### src/rtl/serial_pkg.sv
// Shared constants for the serial bit adder datapath.
// Used by both the receiver and the transmitter shift register.
package serial_pkg;

    localparam logic ST_IDLE  = 1'b0;
    localparam logic ST_SHIFT = 1'b1;

    localparam int SER_WIDTH = 8;

    typedef enum logic {
        IDLE  = ST_IDLE,
        SHIFT = ST_SHIFT
    } state_t;

endpackage

### src/rtl/serial_word_receiver_if.sv
// Serial input / parallel word output bundle.
// The master drives the stream and accepts words; the slave is the receiver.
interface serial_word_receiver_if
    import serial_pkg::*;
#(
    parameter int WIDTH = SER_WIDTH
);

    logic             start;
    logic             sin;
    logic             sin_valid;
    logic [WIDTH-1:0] out_data;
    logic             out_valid;
    logic             out_ready;
    logic             busy;
    logic             word_done;
    logic             overrun;

    modport master (
        output start, sin, sin_valid, out_ready,
        input  out_data, out_valid, busy, word_done, overrun
    );

    modport slave (
        input  start, sin, sin_valid, out_ready,
        output out_data, out_valid, busy, word_done, overrun
    );

endinterface

### src/rtl/sipo_shift_core.sv
// LSB-first serial-to-parallel shifter with bit counter.
// Only WIDTH-1 bits are stored; the last bit comes straight from sin.
module sipo_shift_core
    import serial_pkg::*;
#(
    parameter int WIDTH = SER_WIDTH
) (
    input  logic             clk,
    input  logic             rst,
    input  logic             clr,
    input  logic             shift,
    input  logic             sin,
    output logic [WIDTH-1:0] word,
    output logic             complete
);

    localparam int CW = $clog2(WIDTH);
    localparam logic [CW-1:0] LAST = CW'(WIDTH - 1);

    logic [WIDTH-2:0] shreg;
    logic [CW-1:0]    bitcnt;

    assign word     = {sin, shreg};
    assign complete = shift && (bitcnt == LAST);

    // clear wins over a shift, so sin is dropped on a plain restart
    always_ff @(posedge clk) begin
        if (rst) begin
            shreg  <= '0;
            bitcnt <= '0;
        end else begin
            if (clr)
                shreg <= '0;
            else if (shift)
                shreg <= word[WIDTH-1:1];
            if (clr || complete)
                bitcnt <= '0;
            else if (shift)
                bitcnt <= bitcnt + 1'b1;
        end
    end

endmodule

### src/rtl/serial_word_receiver.sv
// Serial word receiver: FSM plus a holding register with
// a valid/ready handshake and a sticky overrun flag.
module serial_word_receiver
    import serial_pkg::*;
#(
    parameter int WIDTH = SER_WIDTH
) (
    input  logic                  clk,
    input  logic                  rst,
    serial_word_receiver_if.slave bus
);

    state_t           state_q, state_d;
    logic [WIDTH-1:0] word;
    logic [WIDTH-1:0] data_q, data_d;
    logic             valid_q, valid_d;
    logic             done_q, done_d;
    logic             orun_q, orun_d;
    logic             complete;
    logic             shift_en;

    assign shift_en = (state_q == SHIFT) && bus.sin_valid;

    sipo_shift_core #(
        .WIDTH (WIDTH)
    ) u_core (
        .clk      (clk),
        .rst      (rst),
        .clr      (bus.start),
        .shift    (shift_en),
        .sin      (bus.sin),
        .word     (word),
        .complete (complete)
    );

    always_ff @(posedge clk) begin
        if (rst) begin
            state_q <= IDLE;
            data_q  <= '0;
            valid_q <= 1'b0;
            done_q  <= 1'b0;
            orun_q  <= 1'b0;
        end else begin
            state_q <= state_d;
            data_q  <= data_d;
            valid_q <= valid_d;
            done_q  <= done_d;
            orun_q  <= orun_d;
        end
    end

    always_comb begin
        state_d = state_q;
        data_d  = data_q;
        valid_d = valid_q;
        done_d  = 1'b0;
        orun_d  = orun_q;
        unique case (state_q)
            IDLE: begin
                if (bus.start) begin
                    state_d = SHIFT;
                    orun_d  = 1'b0;
                end
            end
            SHIFT: begin
                if (complete && !bus.start)
                    state_d = IDLE;
            end
        endcase
        // a completing word may replace one being accepted this cycle
        if (complete) begin
            if (!valid_q || bus.out_ready) begin
                data_d  = word;
                valid_d = 1'b1;
                done_d  = 1'b1;
            end else begin
                orun_d = 1'b1;
            end
        end else if (valid_q && bus.out_ready) begin
            valid_d = 1'b0;
        end
    end

    assign bus.out_data  = data_q;
    assign bus.out_valid = valid_q;
    assign bus.word_done = done_q;
    assign bus.overrun   = orun_q;
    assign bus.busy      = (state_q == SHIFT);

endmodule

### src/flat_wrapper.sv
// flat-port wrapper written by rule: the top's interface ports become plain ports
module serial_word_receiver_flat import serial_pkg::*;
#(
    parameter int WIDTH = SER_WIDTH
)
  (clk, rst, bus_start, bus_sin, bus_sin_valid, bus_out_ready, bus_out_data, bus_out_valid, bus_busy, bus_word_done, bus_overrun);
  serial_word_receiver_if #(.WIDTH(WIDTH)) bus_i ();
  input  logic clk;
  input  logic rst;
  input wire logic [$bits(bus_i.start)-1:0] bus_start;
  input wire logic [$bits(bus_i.sin)-1:0] bus_sin;
  input wire logic [$bits(bus_i.sin_valid)-1:0] bus_sin_valid;
  input wire logic [$bits(bus_i.out_ready)-1:0] bus_out_ready;
  output wire logic [$bits(bus_i.out_data)-1:0] bus_out_data;
  output wire logic [$bits(bus_i.out_valid)-1:0] bus_out_valid;
  output wire logic [$bits(bus_i.busy)-1:0] bus_busy;
  output wire logic [$bits(bus_i.word_done)-1:0] bus_word_done;
  output wire logic [$bits(bus_i.overrun)-1:0] bus_overrun;
  assign bus_i.start = bus_start;
  assign bus_i.sin = bus_sin;
  assign bus_i.sin_valid = bus_sin_valid;
  assign bus_i.out_ready = bus_out_ready;
  assign bus_out_data = bus_i.out_data;
  assign bus_out_valid = bus_i.out_valid;
  assign bus_busy = bus_i.busy;
  assign bus_word_done = bus_i.word_done;
  assign bus_overrun = bus_i.overrun;
  serial_word_receiver #(.WIDTH(WIDTH)) u_core (.clk(clk), .rst(rst), .bus(bus_i));
endmodule
### config.mk
export PLATFORM = sky130hd
export DESIGN_NAME = serial_word_receiver_flat
export DESIGN_NICKNAME = d
export VERILOG_FILES = /design/src/rtl/serial_pkg.sv /design/src/rtl/serial_word_receiver_if.sv /design/src/rtl/sipo_shift_core.sv /design/src/rtl/serial_word_receiver.sv /design/src/flat_wrapper.sv
export SDC_FILE = /design/constraint.sdc
export NUM_CORES = 1
export LEC_CHECK = 0
export ABC_AREA = 0
export ABC_CLOCK_PERIOD_IN_PS = 1400
export CAP_MARGIN = 20
export CORE_UTILIZATION = 48
export CTS_CLUSTER_DIAMETER = 40
export CTS_CLUSTER_SIZE = 30
export DETAILED_ROUTE_END_ITERATION = 7
export GPL_TIMING_DRIVEN = 0
export PLACE_DENSITY = 0.75
export SLEW_MARGIN = 15
export SYNTH_ARGS = -nofsm -noshare
export SYNTH_HDL_FRONTEND = slang
export SYNTH_SLANG_ARGS = --single-unit
### constraint.sdc
create_clock -name clk -period 1.4 [get_ports clk]
set_input_delay 0.14 -clock clk [delete_from_list [all_inputs] [get_ports clk]]
set_output_delay 0.14 -clock clk [all_outputs]
set_load 0.01 [all_outputs]
-- Yosys cells after proc, flatten, opt, wreduce, memory -nomap -nowiden
Cells that the tools add are included.
Widths: inputs -> output; s select.
- flip-flop bits (word level): 22
- bits of input ports: 6
- output and inout bits: 12
- word-level logic and storage cells: 37
- $add $sub $neg: 1
- eq/ne operators: 2
- muxes and demuxes: 11
- bitwise gates (word level): 2
- reductions and logical operators: 14
- operator list (operator ; count):
    $mux 1 ; 10
    $reduce_or 2->1 ; 3
    $logic_and 1x1->1 ; 4
    $reduce_and 2->1 ; 2
    $add 3x1->3 const B ; 1
    $eq 3x3->1 const B ; 1
    $logic_not 1->1 ; 2
    $logic_or 1x1->1 ; 2
    $ne 2x1->1 const B ; 1
    $not 1->1 ; 2
    $pmux 1 s2 ; 1
    $reduce_bool 2->1 ; 1

-- Longest topological paths before layout
Gate-level depths: netlist of run 1.
- depth after elaboration: 5
- gate-level depth with buffers: 6
- mapped depth without buffers: 5

-- By module
A second synthesis of run 1 with hierarchy kept.
- cell total of the unflattened synthesis: 93
- area total of the unflattened synthesis: 869.6 sq um
- modules (own cells, without submodules) (module ; times used ; cells an instance ; area each (sq um) ; seq. area each (sq um)):
    serial_word_receiver ; 1 ; 53 ; 457.9 ; 240.2
    sipo_shift_core ; 1 ; 40 ; 411.6 ; 200.2

-- Least setup slack after synthesis of run 1
No wires, ideal clock.
- path type: flip-flop to flip-flop
- from: register u_core.u_core.bitcnt[0]
- to: register u_core.data_q[0], in the netlist u_core.bus.out_data[0]
- library setup time: 0.132 ns
- arrival: 1.118 ns
- required time: 1.268 ns
- slack: 0.150 ns
- cell stages (with the launch flop): 6
- buffers on the path: 0
- clock period less this slack: 1.250 ns
- cell sequence: dfxtp_1 ha_1 ha_1 nand3_1 o21ai_0 a21oi_1
- longest elaborated chain between the ends: 3
- RTL lines (element ; line ; source):
    start: declaration ; sipo_shift_core.sv:21 ; logic [CW-1:0] bitcnt;
    start signal: assignment ; sipo_shift_core.sv:39 ; bitcnt <= bitcnt + 1'b1;
    $eq 3x3->1 ; sipo_shift_core.sv:24 ; assign complete = shift && (bitcnt == LAST);
    $logic_and 1x1->1 ; sipo_shift_core.sv:24 ;
    $reduce_and 2->1 (no line) ; n/a ;
    end signal: assignment ; serial_word_receiver.sv:45 ; data_q <= data_d;
    end: declaration ; serial_word_receiver.sv:15 ; logic [WIDTH-1:0] data_q, data_d;
Every way passes these cells.
A chain may end at the register's enable or synchronous reset.

-- Worst setup path in the final report of run 1
- from: register u_core.valid_q, in the netlist u_core.bus.out_valid
- to: output bus_out_valid
- RTL lines (element ; line ; source):
    start: declaration ; serial_word_receiver.sv:16 ; logic valid_q, valid_d;
    start signal: assignment ; serial_word_receiver.sv:46 ; valid_q <= valid_d;
    end: declaration ; flat_wrapper.sv:15 ; output wire logic [$bits(bus_i.out_valid)-1:0] bus_out_valid;
No word-level cell between the ends.

==> results of run 1 <==
-- registers in the layout, indices dropped and copies added, names as in the netlist --
register              cells
u_core.bus.out_valid      1
u_core.bus.word_done      1
u_core.u_core.shreg       7
u_core.bus.busy           1
u_core.bus.overrun        1
u_core.bus.out_data       8
u_core.u_core.bitcnt      3
-- power breakdown --
part           leakage [nW]  internal [mW]  switching (mW)
Sequential            0.178          0.629         0.00509
Combinational         0.248         0.0327          0.0372
Clock                0.0138          0.100           0.172
-- cell usage after synthesis --
master     n  area (µm²)
a21oi_2    2        17.5
ha_1       2        25.0
nand3b_4   2        40.0
nor2b_1    1        6.26
nand2b_1   1        6.26
nor2_1     3        11.3
nand3_1    1        5.00
nand2_1   18        67.6
or2_2      1        6.26
mux2i_1    1        10.0
nand4_1    8        50.1
clkbuf_1   2        7.51
dfxtp_1   22         440
nor3_1     1        5.00
a21oi_1   18        90.1
and2_4     1        8.76
o21ai_0    9        45.0
nand3_2    1        10.0
buf_8      2        30.0
buf_2      3        15.0
inv_1      1        3.75
-- stage by stage --
stage               std cells  utilization, %
finish                    145            66.0
global placement          142            63.2
detailed placement        142            63.2
CTS                       145            65.5
global route              145            66.0
floorplan                 100               -
-- kinds of logic (layout without fill, tap and decap cells) --
logic type | Yosys count | after routing | synth area share [%]
simple gates | 38 | 38 | 24.0
compound gates | 29 | 29 | 16.9
buf+inv | 8 | 28 | 6.25
flops | 22 | 22 | 48.9
mux | 1 | 1 | 1.11
fa+ha+maj | 2 | 2 | 2.78
-- how the worst max path moves through the flow --
stage / from / to / slack [ns] / depth (start not counted)
after floorplan: u_core.u_core.bitcnt[0] / u_core.bus.out_data[0] / 0.15 / 5
after global placement: u_core.u_core.bitcnt[0] / u_core.bus.out_data[5] / -0.11 / 5
after detailed placement: u_core.u_core.bitcnt[0] / u_core.bus.out_data[0] / -0.18 / 5
after CTS: u_core.bus.busy / bus_busy / 0.002 / 1
after global routing: u_core.u_core.bitcnt[0] / u_core.bus.out_data[7] / 0.0003 / 5
final: u_core.bus.out_valid / bus_out_valid / 0.07 / 1
-- layout make-up --
class                      count  area share (%)
multi-input combinational     70            36.4
inverter                       1           0.326
sequential                    22            38.5
buffer                         7            5.10
clock buffer                   3            1.95
timing repair buffer          17            15.0
tap                           25            2.71
-- layer usage --
layer  track usage, %  vias up
met4             9.09        0
met2             30.4       24
li1                 -      389
met5                0        -
met1             27.0      357
met3             3.60        2
==> impl_metrics.yaml, run 1 <==
run_status:
  status: "finished clean"
final_layout:
  fillCellCount: 150
  finalInstanceArea_um2: 1150
  layout-drive-gt1-share_pct: 15.0
  final_common_cell: "dfxtp_1"
  seqCellArea_um2: 444
  num-nets-final: 130
  mostFrequentLayoutCells: "dfxtp_1 (21), a21oi_1 (18), nand2_1 (18)"
  num_antenna_cells: 0
  multi_input_area_um2: 419
  area_growth_pct: 27.9
power:
  peakVddDrop_v: 0.000442
  power.leakage_nw: 0.440
  finalPower_mw: 0.976
  power_density_nw_per_um2: 847
route:
  finalWirelength_mm: 1.75
  dr.max_layer_used: "met4"
  wl_met2_um: 873
  drt_iter0_markers: 16
  vias: 772
  route.detailed.drc: 0
  ant_nets: 0
  met1_length_um: 801
  dr.pass1.iters: 4
  vias_per_cell: 5.32
  wl_per_cell_um: 12.1
  wl_met3_um: 60
clock_network:
  cts_tree: "done"
  cts_inserted_buffers: 3
  cts_max_path_buffers: 2
  clock-sinks: 22
  clkTransAtPathRegs_ns: 0.11
  root_buffer: "clkbuf_4"
  cts_hold_buffers: 0
  worstSkewPairLatency_ns: 0.29
  ctsResizeCount: 5
  ctsHtreeMaxLevel: 1
  post-cts-setup-buffers: 0
sta:
  relSlewSlack_pct: 70.6
  fin_tns_setup_ns: 0
  drv_slew: 0
  skew_ns: 0.00121
  hold_violations: 0
  worst_pin_slew_ns: 0.441
  final-setup-viol-count: 0
  rsz0062_at_grt: "true"
  whs_ns: 0.426
  finalCritPeriodShare_pct: 95.0
  max_clock_freq_mhz: 752
  setup_slack_ns: 0.0697
  timing.final.crit_period_ns: 1.33
critical_path:
  crit_path_max_incr_delay_ns: 0.53
  crit_chain: "clkdlybuf4s50_1"
  crit_slowest_cell: "clkdlybuf4s50_1"
  r2r_cells: 5
  cp_top_family: "buffers and inverters"
  worst-path-buf-inv: 1
  worstSetupPathType: "reg2out"
  cp_max_fo: 3
  crit_required_ns: 1.26
  rr_startpoint: "u_core.u_core.bitcnt[0]"
  r2r_setup_slack_ns: 0.09
  cp.arrival_ns: 1.19
  rr_endpoint: "u_core.bus.out_data[5]"
  crit_path_end_kind: "output pin"
  start_kind: "register"
synth:
  ys_ff_latch: 22
  avgSynthCellArea_um2: 9.01
  syn-instance-count: 100
  synth_warnings: 0
  synth_area_um2: 901
  ys_types: 21
  ys_seq_area_share_pct: 48.9
  syn-num-nets: 108
global_routing:
  grt_pass1_vias: 635
  overflow: 0
  track_usage_pct: 19.8
  grt_pass1_wl_mm: 2.88
  antenna_found_initial: 0
  grt_max_degree: 12
placed_design:
  portBuffers: 17
  dpl_cell_area_um2: 1100
  pre_cts_ws_ns: -0.180
  hpwl_mm: 1.24
  globalplace.congestion: 0.740
die:
  io_pins: 18
  die_width_um: 45.3
  dieHeight_um: 45.3
  dieArea_um2: 2050
  floorplan.initialDensity_pct: 51.6
  fp.coreArea_um2: 1750
  rows: 15
hold_path:
  min_path_cells: 3
  hold_path.class: "in2reg"
  min_from: "bus_sin"
  hold_path_end: "u_core.u_core.shreg[6]"
job:
  maxCapViolations: 0
(Power assumes the default switching activity.)
==> run 2: changes to the inputs <==
- ABC_CLOCK_PERIOD_IN_PS: 1400 -> 1720
- CELL_PAD_IN_SITES_DETAIL_PLACEMENT: default -> 1
- CELL_PAD_IN_SITES_GLOBAL_PLACEMENT: default -> 1
- CORE_UTILIZATION: 48 -> 39
- PLACE_DENSITY: 0.75 -> default
- PLACE_DENSITY_LB_ADDON: default -> 0.1
- clock period: 1.4 -> 1.72 ns (I/O delays scaled with it)
==> impl_metrics.yaml, run 2 (synthesis results as in run 1) <==
final_layout:
  mostFrequentLayoutCells: "dfxtp_1 (22), a21oi_1 (18), nand2_1 (18)"
  multi_input_area_um2: 409
  num-nets-final: 130
  fillCellCount: 250
  area_growth_pct: 29.2
  layout-drive-gt1-share_pct: 14.0
  seqCellArea_um2: 440
  largest_reg_flops: 8
  final_cells: 149
  final_common_cell: "dfxtp_1"
  num_antenna_cells: 0
sta:
  timing.final.crit_period_ns: 1.51
  worst_pin_slew_ns: 0.420
  drv_slew: 0
  finalCritPeriodShare_pct: 87.7
  rsz0062_at_grt: "false"
  whs_ns: 0.463
  relSlewSlack_pct: 72.0
  hold_violations: 0
  fin_tns_setup_ns: 0
  max_clock_freq_mhz: 663
  skew_ns: 0.00513
  final-setup-viol-count: 0
  setup_slack_ns: 0.211
die:
  dieHeight_um: 50.1
  dieArea_um2: 2510
  die_width_um: 50.1
  floorplan.initialDensity_pct: 41.1
  fp.coreArea_um2: 2190
  rows: 17
  io_pins: 18
global_routing:
  grt_util_met1_pct: 20.1
  use_met2_pct: 28.0
  grt_max_degree: 14
  antenna_found_initial: 0
  overflow: 0
  grt_pass1_vias: 691
  grt-busiest-layer: "met2"
  track_usage_pct: 16.9
  use_met3_pct: 2.78
  grt_pass1_wl_mm: 3.14
clock_network:
  cts_tree: "done"
  ctsHtreeMaxLevel: 1
  root_buffer: "clkbuf_4"
  clock-sinks: 22
  cts_hold_buffers: 0
  worstSkewPairLatency_ns: 0.31
  cts_max_path_buffers: 2
  cts_inserted_buffers: 3
  clkTransAtPathRegs_ns: 0.13
power:
  internal_power_mw: 0.775
  p_sw_mw: 0.196
  power_frac_comb_pct: 5.9
  p_clk_share_pct: 41.0
  power.leakage_nw: 0.444
  power_frac_seq_pct: 53.1
  peakVddDrop_v: 0.000444
  switching_share_pct: 20.2
  power_density_nw_per_um2: 835
route:
  drt_iter0_markers: 9
  ant_nets: 0
  finalWirelength_mm: 1.97
  dr.pass1.iters: 3
  route.detailed.drc: 0
  wl_per_cell_um: 13.2
  vias: 780
  vias_per_cell: 5.23
critical_path:
  crit_required_ns: 1.55
  crit_chain: "clkdlybuf4s50_1"
  cp_max_fo: 6
  worst-path-buf-inv: 1
  cp.arrival_ns: 1.34
  cp_top_family: "buffers and inverters"
  crit_path_max_incr_delay_ns: 0.59
  crit_slowest_cell: "clkdlybuf4s50_1"
  start_kind: "register"
  worstSetupPathType: "reg2out"
  crit_path_end_kind: "output pin"
placed_design:
  hpwl_mm: 1.45
  pre_cts_ws_ns: 0.170
  portBuffers: 17
  post-place-cells: 145
  globalplace.congestion: 0.710
job:
  maxCapViolations: 0
run_status:
  status: "finished clean"
hold_path:
  hold_path.class: "in2reg"
==> run 2: cell types whose count changed in the layout (fill, tap and decap cells not counted), sizes merged <==
cell           delta
bufinv            +1
clkdlybuf4s50     +1
dlymetal6s2s      -1
==> run 2: path summary, 6_finish.rpt <==
| kind | startpoint | to | slack, ns | cells past startpoint |
|---|---|---|---|---|
| setup / recovery | u_core.bus.busy | bus_busy | 0.21 | 1 |
| hold / removal | bus_sin | u_core.u_core.shreg[6] | 0.46 | 3 |
| setup reg to reg | u_core.u_core.bitcnt[0] | u_core.bus.out_data[3] | 0.25 | 5 |
| hold reg to reg | u_core.u_core.shreg[0] | u_core.u_core.shreg[0] | 0.47 | 2 |
==> run 2: power groups by stage <==
| stage | clock network [mW] | logic, mW | registers (mW) |
|---|---|---|---|
| 2_1_floorplan | 0 | 0.0310 | 0.527 |
| 3_3_place_gp | 0 | 0.0558 | 0.527 |
| 3_5_place_dp | 0 | 0.0573 | 0.527 |
| 4_1_cts | 0.406 | 0.0577 | 0.516 |
| 5_1_grt | 0.421 | 0.0613 | 0.517 |
| 6_report | 0.398 | 0.0570 | 0.516 |
==> run 2: metrics by stage <==
step                instance area [µm²]  power (mW)  util, %
floorplan                           901       0.558        -
global placement                   1110       0.583     50.5
global route                       1160       0.999     53.1
detailed placement                 1110       0.584     50.5
CTS                                1160       0.980     52.9
finish                             1160       0.971     53.1
==> run 2: final cells by class <==
class	count	area share [%]
timing repair buffer	17	14.6
sequential	22	37.8
clock buffer	3	1.94
buffer	7	4.52
clock inverter	1	2.58
inverter	1	0.323
tap	28	3.01
multi-input combinational	70	35.2
==> run 2: what timing repair did <==
action,CTS,global route
buffers inserted,0,0
gates resized for setup,0,1
endpoints found under the setup margin,0,1
==> run 2: metal layers <==
metal | vias up | routed length [µm]
met5 | - | 0
met4 | 0 | 30
met3 | 4 | 55
met2 | 13 | 944
met1 | 370 | 941
li1 | 393 | -
==> run 3: changes to the inputs <==
- CORE_UTILIZATION: 39 -> 42
- CTS_BUF_LIST: default -> sky130_fd_sc_hd__clkbuf_4
==> impl_metrics.yaml, run 3 (synthesis results as in run 1) <==
placed_design:
  post-place-cells: 144
  portBuffers: 17
  hpwl_mm: 1.54
  pre_cts_ws_ns: 0.0977
  globalplace.congestion: 0.735
route:
  wl_per_cell_um: 14.4
  route.detailed.drc: 0
  dr.pass1.iters: 4
  vias_per_cell: 5.27
  vias: 780
  ant_nets: 0
  finalWirelength_mm: 2.13
  drt_iter0_markers: 10
clock_network:
  ctsHtreeMaxLevel: 1
  worstSkewPairLatency_ns: 0.31
  clock-sinks: 22
  cts_tree: "done"
  cts_inserted_buffers: 3
  root_buffer: "clkbuf_4"
  clkTransAtPathRegs_ns: 0.12
  cts_max_path_buffers: 2
  cts_hold_buffers: 0
sta:
  finalCritPeriodShare_pct: 87.4
  rsz0062_at_grt: "false"
  setup_slack_ns: 0.217
  skew_ns: 0.00737
  relSlewSlack_pct: 69.3
  fin_tns_setup_ns: 0
  drv_slew: 0
  max_clock_freq_mhz: 665
  worst_pin_slew_ns: 0.461
  final-setup-viol-count: 0
  hold_violations: 0
  timing.final.crit_period_ns: 1.50
  whs_ns: 0.470
die:
  rows: 16
  floorplan.initialDensity_pct: 45.5
  die_width_um: 48.3
  dieHeight_um: 48.3
  io_pins: 18
  fp.coreArea_um2: 1980
  dieArea_um2: 2330
critical_path:
  cp_top_family: "buffers and inverters"
  crit_chain: "clkdlybuf4s50_1"
  cp.arrival_ns: 1.33
  r2r_cells: 5
  cp_max_fo: 6
  r2r_setup_slack_ns: 0.23
  worstSetupPathType: "reg2out"
  rr_endpoint: "u_core.bus.out_data[2]"
  rr_startpoint: "u_core.u_core.bitcnt[0]"
  start_kind: "register"
  crit_slowest_cell: "clkdlybuf4s50_1"
  crit_path_end_kind: "output pin"
  crit_required_ns: 1.55
  worst-path-buf-inv: 1
  crit_path_max_incr_delay_ns: 0.57
run_status:
  status: "finished clean"
power:
  power_density_nw_per_um2: 720
  peakVddDrop_v: 0.000532
  power.leakage_nw: 0.431
hold_path:
  hold_path_end: "u_core.u_core.shreg[6]"
  hold_path.class: "in2reg"
  min_from: "bus_sin"
  min_path_cells: 3
global_routing:
  grt_max_degree: 13
  overflow: 0
  grt_pass1_vias: 740
  antenna_found_initial: 0
  grt_pass1_wl_mm: 3.56
  track_usage_pct: 20.2
final_layout:
  multi_input_area_um2: 409
  final_common_cell: "dfxtp_1"
  num_antenna_cells: 0
  largest_reg_flops: 8
  mostFrequentLayoutCells: "dfxtp_1 (22), a21oi_1 (18), nand2_1 (18)"
  fin_util_pct: 57.3
  fillCellCount: 237
  area_growth_pct: 26.1
  seqCellArea_um2: 440
  num-nets-final: 130
  final_cells: 148
  layout-drive-gt1-share_pct: 13.2
job:
  maxCapViolations: 0
## run 3: cell types whose count changed in the layout (fill, tap and decap cells not counted)
cell / delta
clkinv_1: +1
bufinv_16: -1
## run 3: where the power goes
part / internal [mW] / switching, mW / leakage [nW] / total, mW
Clock: 0.0849 / 0.160 / 0.0154 / 0.244
Sequential: 0.512 / 0.00359 / 0.178 / 0.516
Combinational: 0.0269 / 0.0304 / 0.238 / 0.0573
## run 3: cell type report
cell class	instances	share of cell area [%]
repair buffers	17	15.0
multi-input cells	70	36.0
flip-flops and latches	22	38.8
clock buffers	3	1.98
plain buffers	7	4.63
inverters	1	0.330
well taps	27	2.97
clock inverters	1	0.330
## run 3: how the worst max path moves through the flow
stage,start,to,slack (ns),cells past startpoint
floorplan,u_core.u_core.bitcnt[0],u_core.bus.out_data[0],0.47,5
detailed placement,u_core.u_core.bitcnt[0],u_core.bus.out_data[2],0.1,5
global placement,u_core.u_core.bitcnt[0],u_core.bus.out_data[5],0.23,5
global route,u_core.u_core.bitcnt[0],u_core.bus.out_data[2],0.08,5
CTS,u_core.u_core.bitcnt[0],u_core.bus.out_data[2],0.07,5
finish,u_core.bus.busy,bus_busy,0.22,1
## run 3: routing by layer
| metal | routed length, µm | vias to the layer above | track usage, % |
|---|---|---|---|
| li1 | - | 391 | - |
| met1 | 960 | 370 | 24.6 |
| met2 | 1040 | 15 | 34.3 |
| met3 | 70 | 4 | 3.46 |
| met4 | 52 | 0 | 10.3 |
| met5 | 0 | - | 0 |
## run 3: through the flow
| step | power [mW] | cell area [µm²] |
|---|---|---|
| 2_1_floorplan | 0.558 | 901 |
| 4_1_cts | 0.822 | 1130 |
| 5_1_grt | 0.844 | 1140 |
| 3_3_place_gp | 0.582 | 1100 |
| 6_report | 0.818 | 1140 |
| 3_5_place_dp | 0.583 | 1100 |
## run 3: what timing repair did
item                                    4_1_cts  5_1_grt
endpoints found under the setup margin        0        8
gates resized for setup                       0        1
setup buffers                                 0        0
